==> src/rtl/tug_pkg.sv <==
// -----------------------------------------------------------------------------
// tug_pkg
// Shared types and constants for the tug-of-war round/match sequencer.
//   state_e   : sequencer state (HOLD, PLAY, SCORE, DONE), 2-bit encoded
//   WIN_*     : encodings of the winner output
//   sat_inc   : score increment that never passes the match-winning value
// -----------------------------------------------------------------------------
package tug_pkg;

  typedef enum logic [1:0] {
    HOLD  = 2'd0,
    PLAY  = 2'd1,
    SCORE = 2'd2,
    DONE  = 2'd3
  } state_e;

  localparam logic [1:0] WIN_NONE  = 2'b00;
  localparam logic [1:0] WIN_RIGHT = 2'b01;
  localparam logic [1:0] WIN_LEFT  = 2'b10;

  // Holds at max instead of wrapping, so a score can never roll past the
  // winning value even if a point were somehow credited after the match ends.
  function automatic logic [2:0] sat_inc(input logic [2:0] s, input logic [2:0] max);
    return (s >= max) ? s : s + 3'd1;
  endfunction

endpackage

==> src/rtl/tug_match_ctrl_if.sv <==
// -----------------------------------------------------------------------------
// tug_match_ctrl_if
// Bundle of the press inputs, edge-light inputs and all sequencer outputs.
//   master : press/edge source side (drives l_req, r_req, left_edge, right_edge)
//   slave  : the sequencer (drives grants, next_round, scores, match_over,
//            winner, state_o)
// -----------------------------------------------------------------------------
interface tug_match_ctrl_if;
  logic       l_req;
  logic       r_req;
  logic       left_edge;
  logic       right_edge;
  logic       l_grant;
  logic       r_grant;
  logic       next_round;
  logic [2:0] l_score;
  logic [2:0] r_score;
  logic       match_over;
  logic [1:0] winner;
  logic [1:0] state_o;

  modport master (
    output l_req, r_req, left_edge, right_edge,
    input  l_grant, r_grant, next_round, l_score, r_score, match_over, winner, state_o
  );

  modport slave (
    input  l_req, r_req, left_edge, right_edge,
    output l_grant, r_grant, next_round, l_score, r_score, match_over, winner, state_o
  );
endinterface

==> src/rtl/tug_match_ctrl_round_timer.sv <==
// -----------------------------------------------------------------------------
// round_timer
// Loadable down-counter that stops at zero. One instance times both the
// pre-round hold-off and the in-round timeout.
//   clk, reset : clock, asynchronous active-high reset (count <= RESET_VAL)
//   load       : load load_val this cycle (has priority over en)
//   load_val   : value to load
//   en         : decrement by one when nonzero
//   zero       : count is currently zero
// -----------------------------------------------------------------------------
module round_timer #(
  parameter int unsigned   TW        = 16,
  parameter logic [TW-1:0] RESET_VAL = '0
) (
  input  logic          clk,
  input  logic          reset,
  input  logic          load,
  input  logic [TW-1:0] load_val,
  input  logic          en,
  output logic          zero
);

  logic [TW-1:0] count_q;
  logic [TW-1:0] count_d;

  always_comb begin
    count_d = count_q;
    if (load) begin
      count_d = load_val;
    end else if (en && (count_q != '0)) begin
      count_d = count_q - 1'b1;
    end
  end

  always_ff @(posedge clk or posedge reset) begin
    if (reset) begin
      count_q <= RESET_VAL;
    end else begin
      count_q <= count_d;
    end
  end

  assign zero = (count_q == '0);

endmodule

==> src/rtl/tug_match_ctrl.sv <==
// -----------------------------------------------------------------------------
// tug_match_ctrl
// Round and match sequencer for the tug-of-war light chain. Arbitrates the two
// press pulses into the chain, detects round wins from the edge lights, pulses
// next_round to re-centre the chain, and keeps score until one side reaches
// WIN_SCORE.
//   clk, reset : clock, asynchronous active-high reset
//   bus.l_req, bus.r_req          : cyber / human single-cycle press pulses
//   bus.left_edge, bus.right_edge : edge lights of the chain
//   bus.l_grant, bus.r_grant      : arbitrated presses (combinational)
//   bus.next_round                : one-cycle re-centre pulse (SCORE state)
//   bus.l_score, bus.r_score      : per-side points
//   bus.match_over, bus.winner    : match result
//   bus.state_o                   : current state for debug display
// -----------------------------------------------------------------------------
module tug_match_ctrl
  import tug_pkg::*;
#(
  parameter int unsigned WIN_SCORE = 7,
  parameter int unsigned HOLDOFF   = 8,
  parameter int unsigned TIMEOUT   = 0,
  parameter int unsigned TW        = 16
) (
  input  logic             clk,
  input  logic             reset,
  tug_match_ctrl_if.slave  bus
);

  localparam logic [2:0]    WIN_VAL    = 3'(WIN_SCORE);
  localparam logic [TW-1:0] HOLD_LOAD  = TW'(HOLDOFF);
  localparam bit            TIMEOUT_EN = (TIMEOUT != 0);
  // The timer reports zero on the last PLAY cycle, so TIMEOUT-1 gives exactly
  // TIMEOUT cycles of PLAY before a draw.
  localparam logic [TW-1:0] PLAY_LOAD  = TIMEOUT_EN ? TW'(TIMEOUT - 1) : '0;

  state_e     state_q,   state_d;
  logic [2:0] l_score_q, l_score_d;
  logic [2:0] r_score_q, r_score_d;
  logic [1:0] winner_q,  winner_d;

  logic          l_grant;
  logic          r_grant;
  logic          next_round;
  logic          match_over;
  logic          tmr_load;
  logic [TW-1:0] tmr_load_val;
  logic          tmr_en;
  logic          tmr_zero;

  round_timer #(
    .TW        (TW),
    .RESET_VAL (HOLD_LOAD)
  ) u_round_timer (
    .clk      (clk),
    .reset    (reset),
    .load     (tmr_load),
    .load_val (tmr_load_val),
    .en       (tmr_en),
    .zero     (tmr_zero)
  );

  always_comb begin
    state_d      = state_q;
    l_score_d    = l_score_q;
    r_score_d    = r_score_q;
    winner_d     = winner_q;
    l_grant      = 1'b0;
    r_grant      = 1'b0;
    next_round   = 1'b0;
    match_over   = 1'b0;
    tmr_load     = 1'b0;
    tmr_load_val = HOLD_LOAD;
    tmr_en       = 1'b0;

    unique case (state_q)
      HOLD: begin
        // Presses are simply not granted here; nothing is queued.
        tmr_en = 1'b1;
        if (tmr_zero) begin
          state_d      = PLAY;
          tmr_load     = 1'b1;
          tmr_load_val = PLAY_LOAD;
        end
      end

      PLAY: begin
        // Simultaneous presses cancel each other out.
        l_grant = bus.l_req & ~bus.r_req;
        r_grant = bus.r_req & ~bus.l_req;
        tmr_en  = TIMEOUT_EN;
        // A point on the timeout cycle takes precedence over the draw.
        if (l_grant && bus.left_edge) begin
          state_d   = SCORE;
          l_score_d = sat_inc(l_score_q, WIN_VAL);
        end else if (r_grant && bus.right_edge) begin
          state_d   = SCORE;
          r_score_d = sat_inc(r_score_q, WIN_VAL);
        end else if (TIMEOUT_EN && tmr_zero) begin
          state_d = SCORE;
        end
      end

      SCORE: begin
        next_round = 1'b1;
        if (l_score_q == WIN_VAL) begin
          state_d  = DONE;
          winner_d = WIN_LEFT;
        end else if (r_score_q == WIN_VAL) begin
          state_d  = DONE;
          winner_d = WIN_RIGHT;
        end else begin
          state_d      = HOLD;
          tmr_load     = 1'b1;
          tmr_load_val = HOLD_LOAD;
        end
      end

      DONE: begin
        match_over = 1'b1;
      end

      default: begin
        state_d = HOLD;
      end
    endcase
  end

  always_ff @(posedge clk or posedge reset) begin
    if (reset) begin
      state_q   <= HOLD;
      l_score_q <= 3'd0;
      r_score_q <= 3'd0;
      winner_q  <= WIN_NONE;
    end else begin
      state_q   <= state_d;
      l_score_q <= l_score_d;
      r_score_q <= r_score_d;
      winner_q  <= winner_d;
    end
  end

  assign bus.l_grant    = l_grant;
  assign bus.r_grant    = r_grant;
  assign bus.next_round = next_round;
  assign bus.l_score    = l_score_q;
  assign bus.r_score    = r_score_q;
  assign bus.match_over = match_over;
  assign bus.winner     = winner_q;
  assign bus.state_o    = state_q;

endmodule

==> src/flat_wrapper.sv <==
// flat-port wrapper written by rule: the top's interface ports become plain ports
module tug_match_ctrl_flat import tug_pkg::*;
#(
  parameter int unsigned WIN_SCORE = 7,
  parameter int unsigned HOLDOFF   = 8,
  parameter int unsigned TIMEOUT   = 0,
  parameter int unsigned TW        = 16
)
  (clk, reset, bus_l_req, bus_r_req, bus_left_edge, bus_right_edge, bus_l_grant, bus_r_grant, bus_next_round, bus_l_score, bus_r_score, bus_match_over, bus_winner, bus_state_o);
  tug_match_ctrl_if bus_i ();
  input  logic clk;
  input  logic reset;
  input wire logic [$bits(bus_i.l_req)-1:0] bus_l_req;
  input wire logic [$bits(bus_i.r_req)-1:0] bus_r_req;
  input wire logic [$bits(bus_i.left_edge)-1:0] bus_left_edge;
  input wire logic [$bits(bus_i.right_edge)-1:0] bus_right_edge;
  output wire logic [$bits(bus_i.l_grant)-1:0] bus_l_grant;
  output wire logic [$bits(bus_i.r_grant)-1:0] bus_r_grant;
  output wire logic [$bits(bus_i.next_round)-1:0] bus_next_round;
  output wire logic [$bits(bus_i.l_score)-1:0] bus_l_score;
  output wire logic [$bits(bus_i.r_score)-1:0] bus_r_score;
  output wire logic [$bits(bus_i.match_over)-1:0] bus_match_over;
  output wire logic [$bits(bus_i.winner)-1:0] bus_winner;
  output wire logic [$bits(bus_i.state_o)-1:0] bus_state_o;
  assign bus_i.l_req = bus_l_req;
  assign bus_i.r_req = bus_r_req;
  assign bus_i.left_edge = bus_left_edge;
  assign bus_i.right_edge = bus_right_edge;
  assign bus_l_grant = bus_i.l_grant;
  assign bus_r_grant = bus_i.r_grant;
  assign bus_next_round = bus_i.next_round;
  assign bus_l_score = bus_i.l_score;
  assign bus_r_score = bus_i.r_score;
  assign bus_match_over = bus_i.match_over;
  assign bus_winner = bus_i.winner;
  assign bus_state_o = bus_i.state_o;
  tug_match_ctrl #(.WIN_SCORE(WIN_SCORE), .HOLDOFF(HOLDOFF), .TIMEOUT(TIMEOUT), .TW(TW)) u_core (.clk(clk), .reset(reset), .bus(bus_i));
endmodule
==> config.mk <==
export PLATFORM = sky130hd
export DESIGN_NAME = tug_match_ctrl_flat
export DESIGN_NICKNAME = d
export VERILOG_FILES = /design/src/rtl/tug_pkg.sv /design/src/rtl/tug_match_ctrl_if.sv /design/src/rtl/tug_match_ctrl_round_timer.sv /design/src/rtl/tug_match_ctrl.sv /design/src/flat_wrapper.sv
export SDC_FILE = /design/constraint.sdc
export NUM_CORES = 1
export LEC_CHECK = 0
export BUFFER_PORTS_ARGS = -buffer_cell sky130_fd_sc_hd__buf_4
export CAP_MARGIN = 10
export CORE_ASPECT_RATIO = 1.75
export CORE_MARGIN = 2
export CORE_UTILIZATION = 33
export CTS_CLUSTER_DIAMETER = 150
export CTS_CLUSTER_SIZE = 8
export DETAILED_ROUTE_END_ITERATION = 12
export PLACE_DENSITY = 0.6
export SLEW_MARGIN = 20
export SYNTH_ARGS = -nofsm -noshare
export SYNTH_HDL_FRONTEND = slang
export SYNTH_SLANG_ARGS = --single-unit
==> constraint.sdc <==
create_clock -name clk -period 4.4 [get_ports clk]
set_input_delay 0.88 -clock clk [delete_from_list [all_inputs] [get_ports clk]]
set_output_delay 0.88 -clock clk [all_outputs]
set_load 0.005 [all_outputs]
==> run summary <==
• **status** finished, final reports clean
• **placeable core region** 4400 um^2
• **register cell area after layout** 652 um^2
• **static leakage power** 0.810 nW
• **share of synthesized flip-flops with an asynchronous set or reset** 1.00
• **Max Cap Viol** 0
• **clock share of power** 0.160
• **number of flops mapped to enable cells by yosys** 0
• **synth unique cells** 43
• **vertical extent of the die** 93.9 um
• **count of inserted antenna diode cells** 0
• **final weighted congestion in routability-driven placement** 0.796
• **number of setup buffers added after CTS** 0
• **max-slew violation count** 0
• **sequential cell fraction of total power** 0.375
• **wire length of the first global-routing pass** 5580 um
• **net count after synthesis** 156
• **startpoint type of the worst setup path** flip-flop
• **summed instance area of the synthesized netlist** 1520 um^2
• **initial DRC count** 16
• **worst-path maximum fanout** 13
• **Layout fillers** 444
• **cell count after synthesis** 140
• **clock-pin slew of the registers on the worst-case setup and hold paths** 0.09 ns
• **number of input and output port buffers inserted** 19
• **RSZ-0062 raised after global routing** no
• **most common cell after layout, fill and taps aside** dfrtp_1
• **number of clock buffers inserted by TritonCTS** 3
• **clk buf depth** 2
• **TritonCTS clock tree** done
• **required time at the endpoint of the critical path** 4.54 ns
• **pin count of the biggest net entering global routing** 27
• **Main synth FF type** dfrtp_1
• **worst vdd rail ir drop** 0.411 mV
• **register area share after synthesis** 0.428
• **starting density of the core** 0.346
• **Final nets** 178
• **post-synthesis sequential element count** 26
• **final routed wire length divided by cell count** 14.7 um
• **Ports** 20
• **Internal** 750 uW
• **number of H-tree levels** 1
• **worst clock skew on the final layout** 0.00485 ns
• **relative max-transition margin** 0.484
• **total power per unit cell area** 705 nW/um^2
• **global route overflow** 0
• **Setup TNS Final** 0 ns
• **sum of internal, switching and leakage power** 1.26 mW
• **shortest clock period the worst path allows after layout** 2.58 ns
• **Layout Area Growth over Synthesis** 17.7%
• **DRC violations left** 0
• **GRT Total Usage** 0.133
• **estimated wirelength of the detail-placed design** 2370 um
• **clock root buffer master** clkbuf_8
• **mean instance size in the synthesized netlist** 10.9 um^2
• **die outline area** 5200 um^2
• **sum of routed wire length over all layers** 3110 um
• **Sink Count** 26
• **highest achievable clock rate** 388 MHz
• **CTS Hold Buffers Added** 0
• **initial antenna violation count** 0
• **type of destination of the critical path** flip-flop
• **power spent charging and discharging nets** 513 uW
• **area occupied by multi-input gates** 832 um^2
• **Setup violations, final** 0
• **Core Rows** 32
• **fraction of final layout cells with drive strength greater than 1** 0.224
• **post-DR vias/cell** 5.42
• **Warnings, synthesis** 0
• **number of global-route vias before repair** 1235
• **Resized cells post-CTS** 0
• **Clk Latency, worst-skew pair** 0.28 ns
• **WP data arrival** 2.72 ns
• **routed via count** 1149
• **switching power share of the total** 0.406
• **count of endpoints failing hold in the final timing report** 0
• **critical path class** reg -> reg
• **die outline width** 55.4 um
• **share of the cycle needed by the critical path after routing** 0.586
• **actual transition at the worst max-transition pin** 0.771 ns
• **Initial DRT Pass Iterations** 4
• **leading cell types in the layout, fill and taps excluded** dfrtp_1 (25), buf_4 (19), nand2_1 (12)
• **DRT antenna net count** 0
• **path type of the worst min-delay path** reg -> reg
• **power share of the combinational group** 0.465
[Yosys cell counts, types with 3 or more instances]
master / count / share of area
and3b_1: 3 / 0.017
nor3_1: 3 / 0.0099
dfrtp_1: 25 / 0.41
nand2_1: 12 / 0.030
inv_1: 8 / 0.020
nor2_1: 10 / 0.025
nor4_4: 3 / 0.042
a21oi_1: 10 / 0.033
xor2_1: 6 / 0.035
nand3_1: 4 / 0.013
ha_1: 10 / 0.082
o21ai_0: 5 / 0.016
mux2_2: 3 / 0.022
[power by group through the flow]
stage | clock network (mW) | logic [mW] | registers [mW]
4_1_cts | 0.205 | 0.598 | 0.473
3_5_place_dp | 0 | 0.593 | 0.477
5_1_grt | 0.212 | 0.671 | 0.490
2_1_floorplan | 0 | 0.419 | 0.458
6_report | 0.202 | 0.587 | 0.473
3_3_place_gp | 0 | 0.574 | 0.468
[kinds of logic after synthesis]
| kind of cell | after synthesis | share of synthesized area |
|---|---|---|
| AND/OR/NAND/NOR | 49 | 0.226 |
| multiplexers | 6 | 0.0452 |
| flip-flops | 26 | 0.428 |
| buffers and inverters | 10 | 0.0255 |
| adder cells (fa/ha/maj) | 10 | 0.0822 |
| AO/OA/AOI/OAI | 31 | 0.147 |
| XOR/XNOR | 8 | 0.0460 |
[flip-flops by register name, indices dropped and copies added (netlist names)]
signal                        count
u_core.bus.l_score                3
u_core.bus.r_score                3
u_core.bus.state_o                2
u_core.bus.winner                 2
u_core.u_round_timer.count_q     16
[metrics by stage]
stage	setup WS (ns)	hold slack (ns)	std cells	instance area (um^2)	utilization
final	1.82	0.528	212	1790	0.407
after detailed placement	1.87	0.500	208	1720	0.391
after floorplan	2.42	0.488	140	1520	-
after global placement	2.06	0.493	208	1720	0.391
after CTS	1.84	0.530	212	1790	0.407
after global routing	1.68	0.537	212	1790	0.407
[worst max-delay path, cell delays in order, from the launching register on]
cell	delay, ns
dfrtp_1	0.44
inv_1	0.11
ha_1	0.32
nor3b_2	0.70
o21ai_0	0.31
o311ai_0	0.40
o41ai_1	0.16
[area by class of cell]
cell class,instances,area share
multi-input combinational,104,0.464
sequential,26,0.364
timing repair buffer,19,0.0796
tap,51,0.0356
clock buffer,3,0.0230
clock inverter,1,0.0168
inverter,8,0.0168
[per-layer routing]
metal / vias up / global-route usage / routed length [um]
li1: 559 / - / -
met3: 5 / 0.0138 / 79
met4: 0 / 0.0589 / 57
met5: - / 0 / 0
met2: 21 / 0.252 / 1750
met1: 564 / 0.145 / 1220
[path summary, 6_finish.rpt]
| path | start | endpoint | slack, ns | cells after the start |
|---|---|---|---|---|
| max | u_core.bus.state_o[0] | u_core.u_round_timer.count_q[13] | 1.82 | 6 |
| min reg2reg | u_core.u_round_timer.count_q[3] | u_core.u_round_timer.count_q[3] | 0.53 | 2 |
| max in group asynchronous | reset | u_core.u_round_timer.count_q[3] | 3.37 | 2 |
| max reg2reg | u_core.bus.state_o[0] | u_core.u_round_timer.count_q[13] | 1.82 | 6 |
| min | u_core.u_round_timer.count_q[3] | u_core.u_round_timer.count_q[3] | 0.53 | 2 |
| min in group asynchronous | reset | u_core.u_round_timer.count_q[4] | 0.65 | 2 |
No activity file was read; power rests on OpenSTA's default activity.
